<file path="src/rtl/fetch_pkg.sv">
// Shared types and constants for the instruction fetch stage.
package fetch_pkg;

  typedef enum logic [1:0] {
    BOOT  = 2'd0,
    RUN   = 2'd1,
    FLUSH = 2'd2,
    HALT  = 2'd3
  } fetch_state_e;

  localparam int unsigned WORD_BYTES = 4;
  localparam logic [31:0] NOP_INSTR  = 32'h0000_0013;

  typedef struct packed {
    logic [31:0] pc;
    logic [31:0] instr;
  } fetch_entry_t;

endpackage

</file>
<file path="src/rtl/fetch_buf.sv">
// Small FIFO of fetched {pc, instr} entries; clear has priority over push/pop.
module fetch_buf
  import fetch_pkg::*;
#(
  parameter int unsigned DEPTH = 2
) (
  input  logic                     clk_i,
  input  logic                     rst_ni,
  input  logic                     clear_i,
  input  logic                     push_i,
  input  logic                     pop_i,
  input  fetch_entry_t             wdata_i,
  output fetch_entry_t             rdata_o,
  output logic [$clog2(DEPTH):0]   count_o
);

  localparam int unsigned PtrW = $clog2(DEPTH);

  fetch_entry_t    mem_q [DEPTH];
  logic [PtrW-1:0] rd_ptr_q, rd_ptr_d, wr_ptr_q, wr_ptr_d;
  logic [PtrW:0]   count_q, count_d;
  logic            do_push, do_pop;

  always_comb begin
    do_push  = push_i && (count_q != (PtrW+1)'(DEPTH));
    do_pop   = pop_i && (count_q != '0);
    rd_ptr_d = rd_ptr_q;
    wr_ptr_d = wr_ptr_q;
    count_d  = count_q;
    if (clear_i) begin
      rd_ptr_d = '0;
      wr_ptr_d = '0;
      count_d  = '0;
    end else begin
      if (do_push) wr_ptr_d = wr_ptr_q + PtrW'(1);
      if (do_pop)  rd_ptr_d = rd_ptr_q + PtrW'(1);
      count_d = count_q + (PtrW+1)'(do_push) - (PtrW+1)'(do_pop);
    end
  end

  always_ff @(posedge clk_i or negedge rst_ni) begin
    if (!rst_ni) begin
      rd_ptr_q <= '0;
      wr_ptr_q <= '0;
      count_q  <= '0;
    end else begin
      rd_ptr_q <= rd_ptr_d;
      wr_ptr_q <= wr_ptr_d;
      count_q  <= count_d;
    end
  end

  always_ff @(posedge clk_i) begin
    if (do_push && !clear_i) mem_q[wr_ptr_q] <= wdata_i;
  end

  assign rdata_o = mem_q[rd_ptr_q];
  assign count_o = count_q;

endmodule

</file>
<file path="src/rtl/instr_fetch_unit.sv">
// Fetch stage: PC, single-outstanding imem reads, buffered valid/ready output, redirect flush.
// Define FETCH_MISALIGN_CHK_EN to trap misaligned redirect targets into a sticky fault.
module instr_fetch_unit
  import fetch_pkg::*;
#(
  parameter logic [31:0] RESET_PC  = 32'h0000_0000,
  parameter int unsigned BUF_DEPTH = 2
) (
  input  logic        clk,
  input  logic        rst_l,
  output logic        imem_req,
  output logic [31:0] imem_addr,
  input  logic        imem_gnt,
  input  logic        imem_rvalid,
  input  logic [31:0] imem_rdata,
  input  logic        redirect_valid,
  input  logic [31:0] redirect_pc,
  output logic        instr_valid,
  input  logic        instr_ready,
  output logic [31:0] Instr,
  output logic [31:0] instr_pc,
  output logic        fetch_fault
);

  localparam int unsigned CntW = $clog2(BUF_DEPTH) + 1;

  fetch_state_e state_q, state_d;
  logic [31:0]  pc_q, pc_d, paddr_q, paddr_d, raddr_q, raddr_d;
  logic         pend_q, pend_d, pstale_q, pstale_d;
  logic         out_q, out_d, disc_q, disc_d, fault_q, fault_d;

  logic [CntW-1:0] count;
  fetch_entry_t    head, push_entry;
  logic            buf_push, buf_pop;
  logic            issue_new, grant, stale_now, ret, redir_bad;
  logic [31:0]     redir_target;

`ifdef FETCH_MISALIGN_CHK_EN
  assign redir_bad    = redirect_valid && (redirect_pc[1:0] != 2'b00);
  assign redir_target = redirect_pc;
`else
  logic unused_redirect_lo;
  assign unused_redirect_lo = ^redirect_pc[1:0];
  assign redir_bad          = 1'b0;
  assign redir_target       = {redirect_pc[31:2], 2'b00};
`endif

  // A held (ungranted) request keeps req/addr stable regardless of state.
  always_comb begin
    issue_new = (state_q == RUN) && !pend_q && (!out_q || imem_rvalid) &&
                ((32'(count) + 32'(out_q)) < BUF_DEPTH);
    imem_req  = pend_q || issue_new;
    imem_addr = pend_q ? paddr_q : (issue_new ? pc_q : '0);
  end

  assign grant = imem_req && imem_gnt;
  assign ret   = out_q && imem_rvalid;
  // Word granted now belongs to the old stream if a redirect overtook it.
  assign stale_now = (pend_q && pstale_q) || redirect_valid;

  always_comb begin
    pc_d     = pc_q;
    paddr_d  = paddr_q;
    raddr_d  = raddr_q;
    pend_d   = pend_q;
    pstale_d = pstale_q;
    out_d    = out_q;
    disc_d   = disc_q;
    fault_d  = fault_q;

    if (ret) begin
      out_d  = 1'b0;
      disc_d = 1'b0;
    end

    if (grant) begin
      out_d    = 1'b1;
      disc_d   = stale_now;
      raddr_d  = imem_addr;
      pend_d   = 1'b0;
      pstale_d = 1'b0;
      if (!stale_now) pc_d = pc_q + 32'(WORD_BYTES);
    end else if (imem_req) begin
      pend_d   = 1'b1;
      paddr_d  = imem_addr;
      pstale_d = stale_now;
    end

    if (redirect_valid) begin
      pc_d    = redir_target;
      fault_d = redir_bad;
      if (out_q && !imem_rvalid) disc_d = 1'b1;
    end
  end

  always_comb begin
    state_d = state_q;
    unique case (state_q)
      BOOT:       state_d = RUN;
      RUN, FLUSH: state_d = (out_d && disc_d) ? FLUSH : RUN;
      HALT:       state_d = HALT;
      default:    state_d = BOOT;
    endcase
    if (redirect_valid && (state_q != BOOT)) begin
      if (redir_bad)                state_d = HALT;
      else if (out_d && disc_d)     state_d = FLUSH;
      else                          state_d = RUN;
    end
  end

  always_ff @(posedge clk or negedge rst_l) begin
    if (!rst_l) begin
      state_q  <= BOOT;
      pc_q     <= RESET_PC;
      paddr_q  <= '0;
      raddr_q  <= '0;
      pend_q   <= 1'b0;
      pstale_q <= 1'b0;
      out_q    <= 1'b0;
      disc_q   <= 1'b0;
      fault_q  <= 1'b0;
    end else begin
      state_q  <= state_d;
      pc_q     <= pc_d;
      paddr_q  <= paddr_d;
      raddr_q  <= raddr_d;
      pend_q   <= pend_d;
      pstale_q <= pstale_d;
      out_q    <= out_d;
      disc_q   <= disc_d;
      fault_q  <= fault_d;
    end
  end

  assign buf_push   = ret && !disc_q && !redirect_valid;
  assign buf_pop    = instr_valid && instr_ready;
  assign push_entry = '{pc: raddr_q, instr: imem_rdata};

  fetch_buf #(
    .DEPTH (BUF_DEPTH)
  ) u_buf (
    .clk_i   (clk),
    .rst_ni  (rst_l),
    .clear_i (redirect_valid),
    .push_i  (buf_push),
    .pop_i   (buf_pop),
    .wdata_i (push_entry),
    .rdata_o (head),
    .count_o (count)
  );

  assign instr_valid = (count != '0);
  assign Instr       = instr_valid ? head.instr : '0;
  assign instr_pc    = instr_valid ? head.pc : '0;
  assign fetch_fault = fault_q;

endmodule

</file>
<file path="config.mk">
export PLATFORM = sky130hd
export DESIGN_NAME = instr_fetch_unit
export DESIGN_NICKNAME = d
export VERILOG_FILES = /design/src/rtl/fetch_pkg.sv /design/src/rtl/fetch_buf.sv /design/src/rtl/instr_fetch_unit.sv
export SDC_FILE = /design/constraint.sdc
export NUM_CORES = 1
export LEC_CHECK = 0
export BUFFER_PORTS_ARGS = -buffer_cell sky130_fd_sc_hd__buf_2
export CAP_MARGIN = 10
export CORE_UTILIZATION = 40
export CTS_BUF_LIST = sky130_fd_sc_hd__clkbuf_16
export DETAILED_ROUTE_END_ITERATION = 16
export GPL_TIMING_DRIVEN = 1
export PLACE_DENSITY = 0.69
export SLEW_MARGIN = 10
export SYNTH_ARGS = -nofsm -noshare
export SYNTH_HDL_FRONTEND = slang
export SYNTH_SLANG_ARGS = --single-unit
</file>
<file path="constraint.sdc">
create_clock -name clk -period 8.4 [get_ports clk]
set_input_delay 1.26 -clock clk [delete_from_list [all_inputs] [get_ports clk]]
set_output_delay 1.26 -clock clk [all_outputs]
set_load 0.1 [all_outputs]
</file>
==> flow_metrics.env, run 1 <==
export IMPL_ios=169
export IMPL_num_vias=6618
export IMPL_syn_area_mm2=0.0102
export IMPL_drt_pass1_iterations=5
export IMPL_required_ps=7140
export IMPL_cts_setup_buffers=0
export IMPL_clk_latency_ps=520
export IMPL_arrival_ps=3440
export IMPL_drc=0
export IMPL_start_kind="input port"
export IMPL_path_cells="buf_2 > nand2b_1 > a21oi_1 > nor2b_4 > a22o_1 > buf_2"
export IMPL_clk_pin_slew_ps=60
export IMPL_cts_tree="done"
export IMPL_start_util=0.413
export IMPL_status="finished clean"
export IMPL_drt_iter0_drc=438
export IMPL_relSlewSlack=0.332
export IMPL_place_ws_ps=3740
export IMPL_design_die_area_mm2=0.0261
export IMPL_vias_per_cell=5.17
export IMPL_grt_max_degree=73
export IMPL_fin_util=0.489
export IMPL_synth_edff_count=128
export IMPL_die_w_um=161
export IMPL_finalCriticalPeriod_ps=4700
export IMPL_grt_pass1_vias=6466
export IMPL_core_mm2=0.0246
export IMPL_worstMarginPinSlew_ps=1000
export IMPL_stdcell_area_mm2=0.0120
export IMPL_yosys_cell_count_top_type="edfxtp_1"
export IMPL_worstSetupPathType="input port to primary output"
export IMPL_finalHoldViolCount=0
export IMPL_clock_sinks=232
export IMPL_ys_seq_area_frac=0.634
export IMPL_maxSlewViolCount=0
export IMPL_std_cell_rows=57
export IMPL_htreeDepth=1
export IMPL_yosys_area_top_type="edfxtp_1"
export IMPL_synth_common_cells="edfxtp_1 (128), dfrtp_1 (104), mux2i_1 (95)"
export IMPL_period_share=0.560
export IMPL_cts_resized=0
export IMPL_crit_path_end_kind="primary output"
export IMPL_rsz0062_at_grt="false"
export IMPL_post_synth_top_area_fraction=0.378
export IMPL_root_buffer="clkbuf_16"
export IMPL_cts_buffers=25
export IMPL_ant_nets=0
export IMPL_cap_violations=0
export IMPL_max_freq_mhz=213
export IMPL_place_port_buffers=165
export IMPL_synthToLayoutAreaGrowth_pct=18.3
export IMPL_gr_total_overflow=0
export IMPL_fp_dieH_um=161
export IMPL_routedWlPerCell_um=17.7
export IMPL_clk_path_buf_depth=3
export IMPL_nets=1013
export IMPL_syn_instance_count=794
export IMPL_ys_flop_type="edfxtp_1"
export IMPL_path_max_fanout=30
export IMPL_place_area_mm2=0.0113
export IMPL_reg2reg_depth=6
export IMPL_cpMostUsedCell="buf_2"
export IMPL_route_final_wire_length_mm=22.6
export IMPL_grt_total_usage=0.173
export IMPL_ys_ff_latch=232
export IMPL_antenna_found_initial=1
export IMPL_critical_path_max_stage_delay_ps=860
export IMPL_grt_pass1_wl_mm=35.1
export IMPL_drive_gt1_frac=0.264
export IMPL_synthTopCellsByArea="edfxtp_1 (38%), dfrtp_1 (26%), mux2i_1 (9.4%)"
export IMPL_hold_path_class="register to register"
export IMPL_yosysWarnings=0
export IMPL_hold_depth=0
export IMPL_critical_path_slowest_cell="nor2b_4"
export IMPL_synth_cell_types=52
export IMPL_async_flop_share=0.448
export IMPL_fin_skew_ps=15.7
export IMPL_setup_slack_ps=3700
export IMPL_fin_tns_setup_ps=0
export IMPL_setup_viol=0
export IMPL_gp_congestion=0.781
export IMPL_avgSynthCellArea_um2=12.8
export IMPL_dp_hpwl_mm=14.1
export IMPL_ctsHoldBuffers=0
export IMPL_syn_num_nets=870
-- area by class of cell --
type	instances	area, um2
antenna	1	2.50
timing repair buffer	174	896
inverter	13	48.8
tap	324	405
multi-input combinational	491	3470
clock inverter	21	123
sequential	232	6450
clock buffer	25	626
fill	2222	12600
-- layout by cell type, fill, tap and decap left out, types with 10 or more instances in the layout --
cell,count
a22o_1,30
buf_2,164
buf_4,10
clkbuf_16,25
dfrtp_1,102
edfxtp_1,128
inv_1,19
mux2_2,32
mux2i_1,95
nand2_1,69
nor2_1,78
o21ai_0,58
xnor2_1,14
xor2_1,10
-- flip-flops by register name, indices dropped and copies added, names as in the netlist, 2 cells and up --
name           flops
paddr_q           32
pc_q              30
raddr_q           32
state_q            2
u_buf.count_o      2
u_buf.mem_q      128
-- kinds of logic after synthesis --
| family | Yosys count | share of synthesized area |
|---|---|---|
| flip-flops | 232 | 0.634 |
| multiplexers | 127 | 0.129 |
| buffers and inverters | 71 | 0.0287 |
| AND/OR/NAND/NOR | 197 | 0.0860 |
| XOR/XNOR | 24 | 0.0207 |
| other | 1 | 0.000369 |
| adder cells (fa/ha/maj) | 6 | 0.00738 |
| AO/OA/AOI/OAI | 136 | 0.0938 |
-- path summary, 6_finish.rpt --
path	from	end	slack (ps)
setup / recovery	imem_rvalid	imem_addr[8]	3700
hold / removal	raddr_q[20]	u_buf.mem_q[0][52]	470
setup reg to reg	pend_q	pc_q[25]	5300
hold reg to reg	raddr_q[20]	u_buf.mem_q[0][52]	470
max in group asynchronous	rst_l	paddr_q[3]	6390
min in group asynchronous	rst_l	paddr_q[6]	780
-- metal layers --
| layer | routed length [um] | vias up | track usage |
|---|---|---|---|
| li1 | - | 3177 | - |
| met2 | 10900 | 200 | 0.291 |
| met3 | 1310 | 30 | 0.0331 |
| met5 | 0 | - | 0 |
| met4 | 434 | 0 | 0.0420 |
| met1 | 10000 | 3211 | 0.230 |
-- per-stage QoR --
stage	hold slack, ps	std cells
floorplan	442	794
global placement	448	1234
detailed placement	457	1234
CTS	471	1280
global route	481	1280
finish	468	1281
-- worst max-delay path, delay by kind of cell --
family | cells | cell delay, ps
AND/OR/NAND/NOR | 2 | 950
AO/OA/AOI/OAI | 2 | 680
buffers and inverters | 2 | 530
Power of run 1 is not shown: default switching activity piles up to over one toggle a cycle in this logic, so the estimate is an artifact.
==> run 2: changes to the inputs <==
- ABC_AREA: default -> 1
- PLACE_DENSITY: 0.69 -> 0.71
- clock period: 8.4 -> 4 ns (I/O delays scaled with it)
==> flow_metrics.env, run 2 <==
export IMPL_top_regs="u_buf.mem_q x128, paddr_q x32, raddr_q x32"
export IMPL_arrival_ps=2460
export IMPL_route_final_wire_length_mm=24.8
export IMPL_grt_pass1_vias=7311
export IMPL_vias_per_cell=4.94
export IMPL_ant_nets=0
export IMPL_yosysWarnings=0
export IMPL_period_share=0.765
export IMPL_fin_skew_ps=13.9
export IMPL_yosys_cell_count_top_type="nand2_1"
export IMPL_grt_pass1_wl_mm=39.1
export IMPL_nets=1333
export IMPL_clk_latency_ps=510
export IMPL_place_port_buffers=165
export IMPL_maxSlewViolCount=0
export IMPL_routedWlPerCell_um=15.5
export IMPL_synthToLayoutAreaGrowth_pct=18.9
export IMPL_path_max_fanout=35
export IMPL_relSlewSlack=0.394
export IMPL_grt_total_usage=0.188
export IMPL_start_util=0.409
export IMPL_cap_violations=0
export IMPL_die_w_um=162
export IMPL_drc=0
export IMPL_drt_pass1_iterations=6
export IMPL_avgSynthCellArea_um2=9.29
export IMPL_final_common_cell="nand2_1"
export IMPL_layout_common_cells="nand2_1 (374), buf_2 (164), edfxtp_1 (128), o21ai_0 (117), dfrtp_1 (103)"
export IMPL_required_ps=3400
export IMPL_ios=169
export IMPL_clk_path_buf_depth=3
export IMPL_ctsHoldBuffers=0
export IMPL_yosys_area_top_type="edfxtp_1"
export IMPL_cts_tree="done"
export IMPL_gp_congestion=0.904
export IMPL_setup_viol=0
export IMPL_num_vias=7926
export IMPL_cts_resized=0
export IMPL_post_synth_top_area_fraction=0.374
export IMPL_finalHoldViolCount=0
export IMPL_start_kind="register"
export IMPL_worstSetupPathType="register to primary output"
export IMPL_htreeDepth=1
export IMPL_antennaDiodeCount=0
export IMPL_core_mm2=0.0252
export IMPL_cts_setup_buffers=0
export IMPL_regMostFlops="u_buf.mem_q"
export IMPL_rsz0062_at_grt="false"
export IMPL_ys_seq_area_frac=0.627
export IMPL_clock_sinks=232
export IMPL_drive_gt1_frac=0.182
export IMPL_synth_edff_count=128
export IMPL_syn_instance_count=1108
export IMPL_worstMarginPinSlew_ps=907
export IMPL_gr_total_overflow=0
export IMPL_ys_flop_type="edfxtp_1"
export IMPL_drt_iter0_drc=799
export IMPL_max_freq_mhz=327
export IMPL_fin_tns_setup_ps=0
export IMPL_fp_dieH_um=162
export IMPL_async_flop_share=0.448
export IMPL_std_cell_rows=58
export IMPL_syn_num_nets=1184
export IMPL_root_buffer="clkbuf_16"
export IMPL_antenna_found_initial=0
export IMPL_cts_buffers=25
export IMPL_design_die_area_mm2=0.0264
export IMPL_finalCriticalPeriod_ps=3060
export IMPL_synth_cell_types=35
export IMPL_syn_area_mm2=0.0103
export IMPL_synth_common_cells="nand2_1 (374), edfxtp_1 (128), o21ai_0 (117)"
export IMPL_ys_ff_latch=232
export IMPL_crit_path_end_kind="primary output"
export IMPL_status="finished clean"
export IMPL_dp_hpwl_mm=16.7
export IMPL_largest_register_ffs=128
export IMPL_synthTopCellsByArea="edfxtp_1 (37%), dfrtp_1 (25%), nand2_1 (14%)"
export IMPL_grt_max_degree=69
export IMPL_hold_path_class="input port to async pin"
export IMPL_clk_pin_slew_ps=60
-- run 2: changes by cell type after synthesis, sizes merged, moves of 29 or more --
cell	before	now
inv	12	94
a22o	30	1
a21oi	5	68
nand2	69	376
o21ai	61	133
mux2	32	0
mux2i	95	0
-- run 2: logic make-up after synthesis --
kind of cell	synth area share
compound gates	0.109
xor+xnor	0.00851
fa+ha+maj	0.00730
buf+inv	0.0576
flops	0.627
other cells	0.000364
simple gates	0.190
-- run 2: worst paths after layout --
kind                       depth (start not counted)      startpoint  slack, ps                 end
min in group clk                                   1  imem_rdata[10]        270  u_buf.mem_q[1][10]
max in group asynchronous                          2           rst_l       2970             pc_q[4]
min                                                1           rst_l        190            pc_q[23]
max                                                9      state_q[1]        940       imem_addr[11]
max reg2reg                                       12      state_q[1]       1520            pc_q[29]
min reg2reg                                        0      raddr_q[4]        470  u_buf.mem_q[0][36]
-- run 2: stage by stage --
stage | instances | util | setup WS, ps | hold slack (ps) | instance area, um2
2_1_floorplan | 1108 | - | -235 | 304 | 10300
3_3_place_gp | 1560 | 0.454 | 1180 | 449 | 11400
3_5_place_dp | 1560 | 0.454 | 1170 | 458 | 11400
4_1_cts | 1605 | 0.486 | 935 | 220 | 12200
5_1_grt | 1605 | 0.486 | 770 | 255 | 12200
6_report | 1605 | 0.486 | 938 | 192 | 12200
-- run 2: critical path: stages (launching register included) --
cell     delay (ps)
dfrtp_1         380
inv_1            80
ha_1            140
nand2_1          50
nor2_1           80
nand2_1          90
nand2_4         350
nand2_1         250
inv_1           100
buf_2           430
-- run 2: per-layer routing --
metal	wire [um]	up-vias	global-route usage
met3	1450	34	0.0232
met5	0	-	0
met2	11500	235	0.302
li1	-	3937	-
met4	425	0	0.0433
met1	11500	3720	0.273
-- run 2: final cells by class --
type	count	area, um2
clock inverter	20	179
clock buffer	25	626
timing repair buffer	178	938
tap	330	413
fill	2356	13000
multi-input combinational	726	3270
sequential	232	6450
inverter	94	355
Power of run 2 is left out for the same reason.
==> run 3: changes to the inputs <==
- ABC_AREA: 1 -> 0
- clock period: 4 -> 2.47 ns (I/O delays scaled with it)
==> flow_metrics.env, run 3 (synthesized netlist as in run 1, its figures left out) <==
export IMPL_finalHoldViolCount=0
export IMPL_root_buffer="clkbuf_16"
export IMPL_gp_congestion=0.833
export IMPL_route_met3_wl_mm=1.46
export IMPL_dp_hpwl_mm=16.1
export IMPL_period_share=1.01
export IMPL_path_cells="inv_2 > ha_4 > nand2b_4 > a21oi_4 > nor2b_4 > buf_12 > buf_12 > a22o_4 > buf_12"
export IMPL_clk_latency_ps=510
export IMPL_worstMarginPinSlew_ps=808
export IMPL_start_util=0.413
export IMPL_critical_path_slowest_cell="dfrtp_1"
export IMPL_synthToLayoutAreaGrowth_pct=36.2
export IMPL_drt_pass1_iterations=5
export IMPL_r2r_start="state_q[1]"
export IMPL_start_kind="register"
export IMPL_antenna_found_initial=0
export IMPL_vias_per_cell=5.22
export IMPL_met1_length_mm=10.2
export IMPL_path_max_fanout=5
export IMPL_critical_path_max_stage_delay_ps=400
export IMPL_relSlewSlack=0.459
export IMPL_ant_nets=0
export IMPL_dp_cells=1266
export IMPL_cap_violations=0
export IMPL_cts_buffers=25
export IMPL_drive_gt1_frac=0.397
export IMPL_design_die_area_mm2=0.0261
export IMPL_setup_slack_ps=-23.7
export IMPL_crit_family="buffers and inverters"
export IMPL_route_final_wire_length_mm=24.1
export IMPL_grt_max_degree=51
export IMPL_fp_dieH_um=161
export IMPL_place_port_buffers=165
export IMPL_layout_common_cells="edfxtp_1 (128), buf_2 (103), dfrtp_1 (102), mux2i_1 (93), nand2_1 (69)"
export IMPL_setup_viol=21
export IMPL_max_freq_mhz=401
export IMPL_final_common_cell="edfxtp_1"
export IMPL_std_cell_rows=57
export IMPL_hold_depth=1
export IMPL_top_regs="u_buf.mem_q x128, paddr_q x32, raddr_q x32"
export IMPL_htreeDepth=1
export IMPL_crit_path_end_kind="primary output"
export IMPL_worstSetupPathType="register to primary output"
export IMPL_routed_wl_met2_mm=12.0
export IMPL_drc=0
export IMPL_cpMostUsedCell="buf_12"
export IMPL_status="finished, violations left"
export IMPL_antennaDiodeCount=0
export IMPL_instances_no_fill=1324
export IMPL_grt_total_usage=0.184
export IMPL_die_w_um=161
export IMPL_grt_pass1_vias=6827
export IMPL_startpoint="state_q[1]"
export IMPL_crit_end="imem_addr[15]"
export IMPL_gr_total_overflow=0
export IMPL_core_mm2=0.0246
export IMPL_arrival_ps=2120
export IMPL_cts_tree="done"
export IMPL_routed_top_layer="met4"
export IMPL_required_ps=2100
export IMPL_routedWlPerCell_um=18.2
export IMPL_rsz0062_at_grt="true"
export IMPL_r2r_slack_ps=100
export IMPL_clk_path_buf_depth=3
export IMPL_path_buf_inv=4
export IMPL_regMostFlops="u_buf.mem_q"
export IMPL_violations="setup timing"
export IMPL_hold_path_class="input port to register"
export IMPL_whs_ps=49.6
export IMPL_r2r_end="pc_q[12]"
export IMPL_largest_register_ffs=128
export IMPL_grt_pass1_wl_mm=37.3
export IMPL_clock_sinks=232
export IMPL_nets=1058
export IMPL_ios=169
export IMPL_finalCriticalPeriod_ps=2490
export IMPL_num_vias=6916
export IMPL_fin_skew_ps=8.21
export IMPL_clk_pin_slew_ps=60
export IMPL_crit_cells=9
export IMPL_maxSlewViolCount=0
export IMPL_reg2reg_depth=8
export IMPL_drt_iter0_drc=365
run 3: final cells by class:
cell class / count / area, um2
clock inverter: 19 / 138
tap: 324 / 405
multi-input combinational: 491 / 4170
sequential: 232 / 6450
clock buffer: 26 / 651
inverter: 13 / 48.8
timing repair buffer: 219 / 1980
fill: 1996 / 10800
run 3: per-layer routing:
metal | vias to the layer above | global-route usage
li1 | 3270 | -
met1 | 3391 | 0.238
met3 | 37 | 0.0303
met5 | - | 0
met2 | 218 | 0.320
met4 | 0 | 0.0480
run 3: worst min path at each step:
stage / start / end / slack (ps)
after floorplan: rst_l / disc_q / 70
after CTS: imem_rdata[1] / u_buf.mem_q[1][1] / 20
after global placement: rst_l / paddr_q[8] / 320
after global routing: imem_rdata[21] / u_buf.mem_q[0][21] / 20
after detailed placement: rst_l / paddr_q[5] / 320
final: imem_rdata[2] / u_buf.mem_q[0][2] / 50
run 3: stage by stage:
stage	util	instance area, um2	TNS, ps	worst slack (ps)
finish	0.563	13800	-229	-23.7
global route	0.563	13800	-1480	-62.2
CTS	0.552	13600	-362	-33.4
detailed placement	0.507	12500	0	121
global placement	0.507	12500	0	165
floorplan	-	10600	-152	-152
run 3: worst register-to-register path, stage by stage, from the launching register on:
cell and delay [ps]:
dfrtp_1 400, inv_2 90, ha_4 140, nand3b_1 120
a211oi_1 440, buf_4 250, nor2_1 140, or4_1 540
a31oi_1 180
run 3: repair_timing:
item / CTS / global route
resized for setup: 45 / 42
hold buffers: 1 / 0
gates cloned: 3 / 1
endpoints found under the hold margin: 25 / 0
setup endpoints to repair: 97 / 63
pin swaps: 2 / 2
buffers inserted: 7 / 1
Power of run 3 is left out for the same reason.
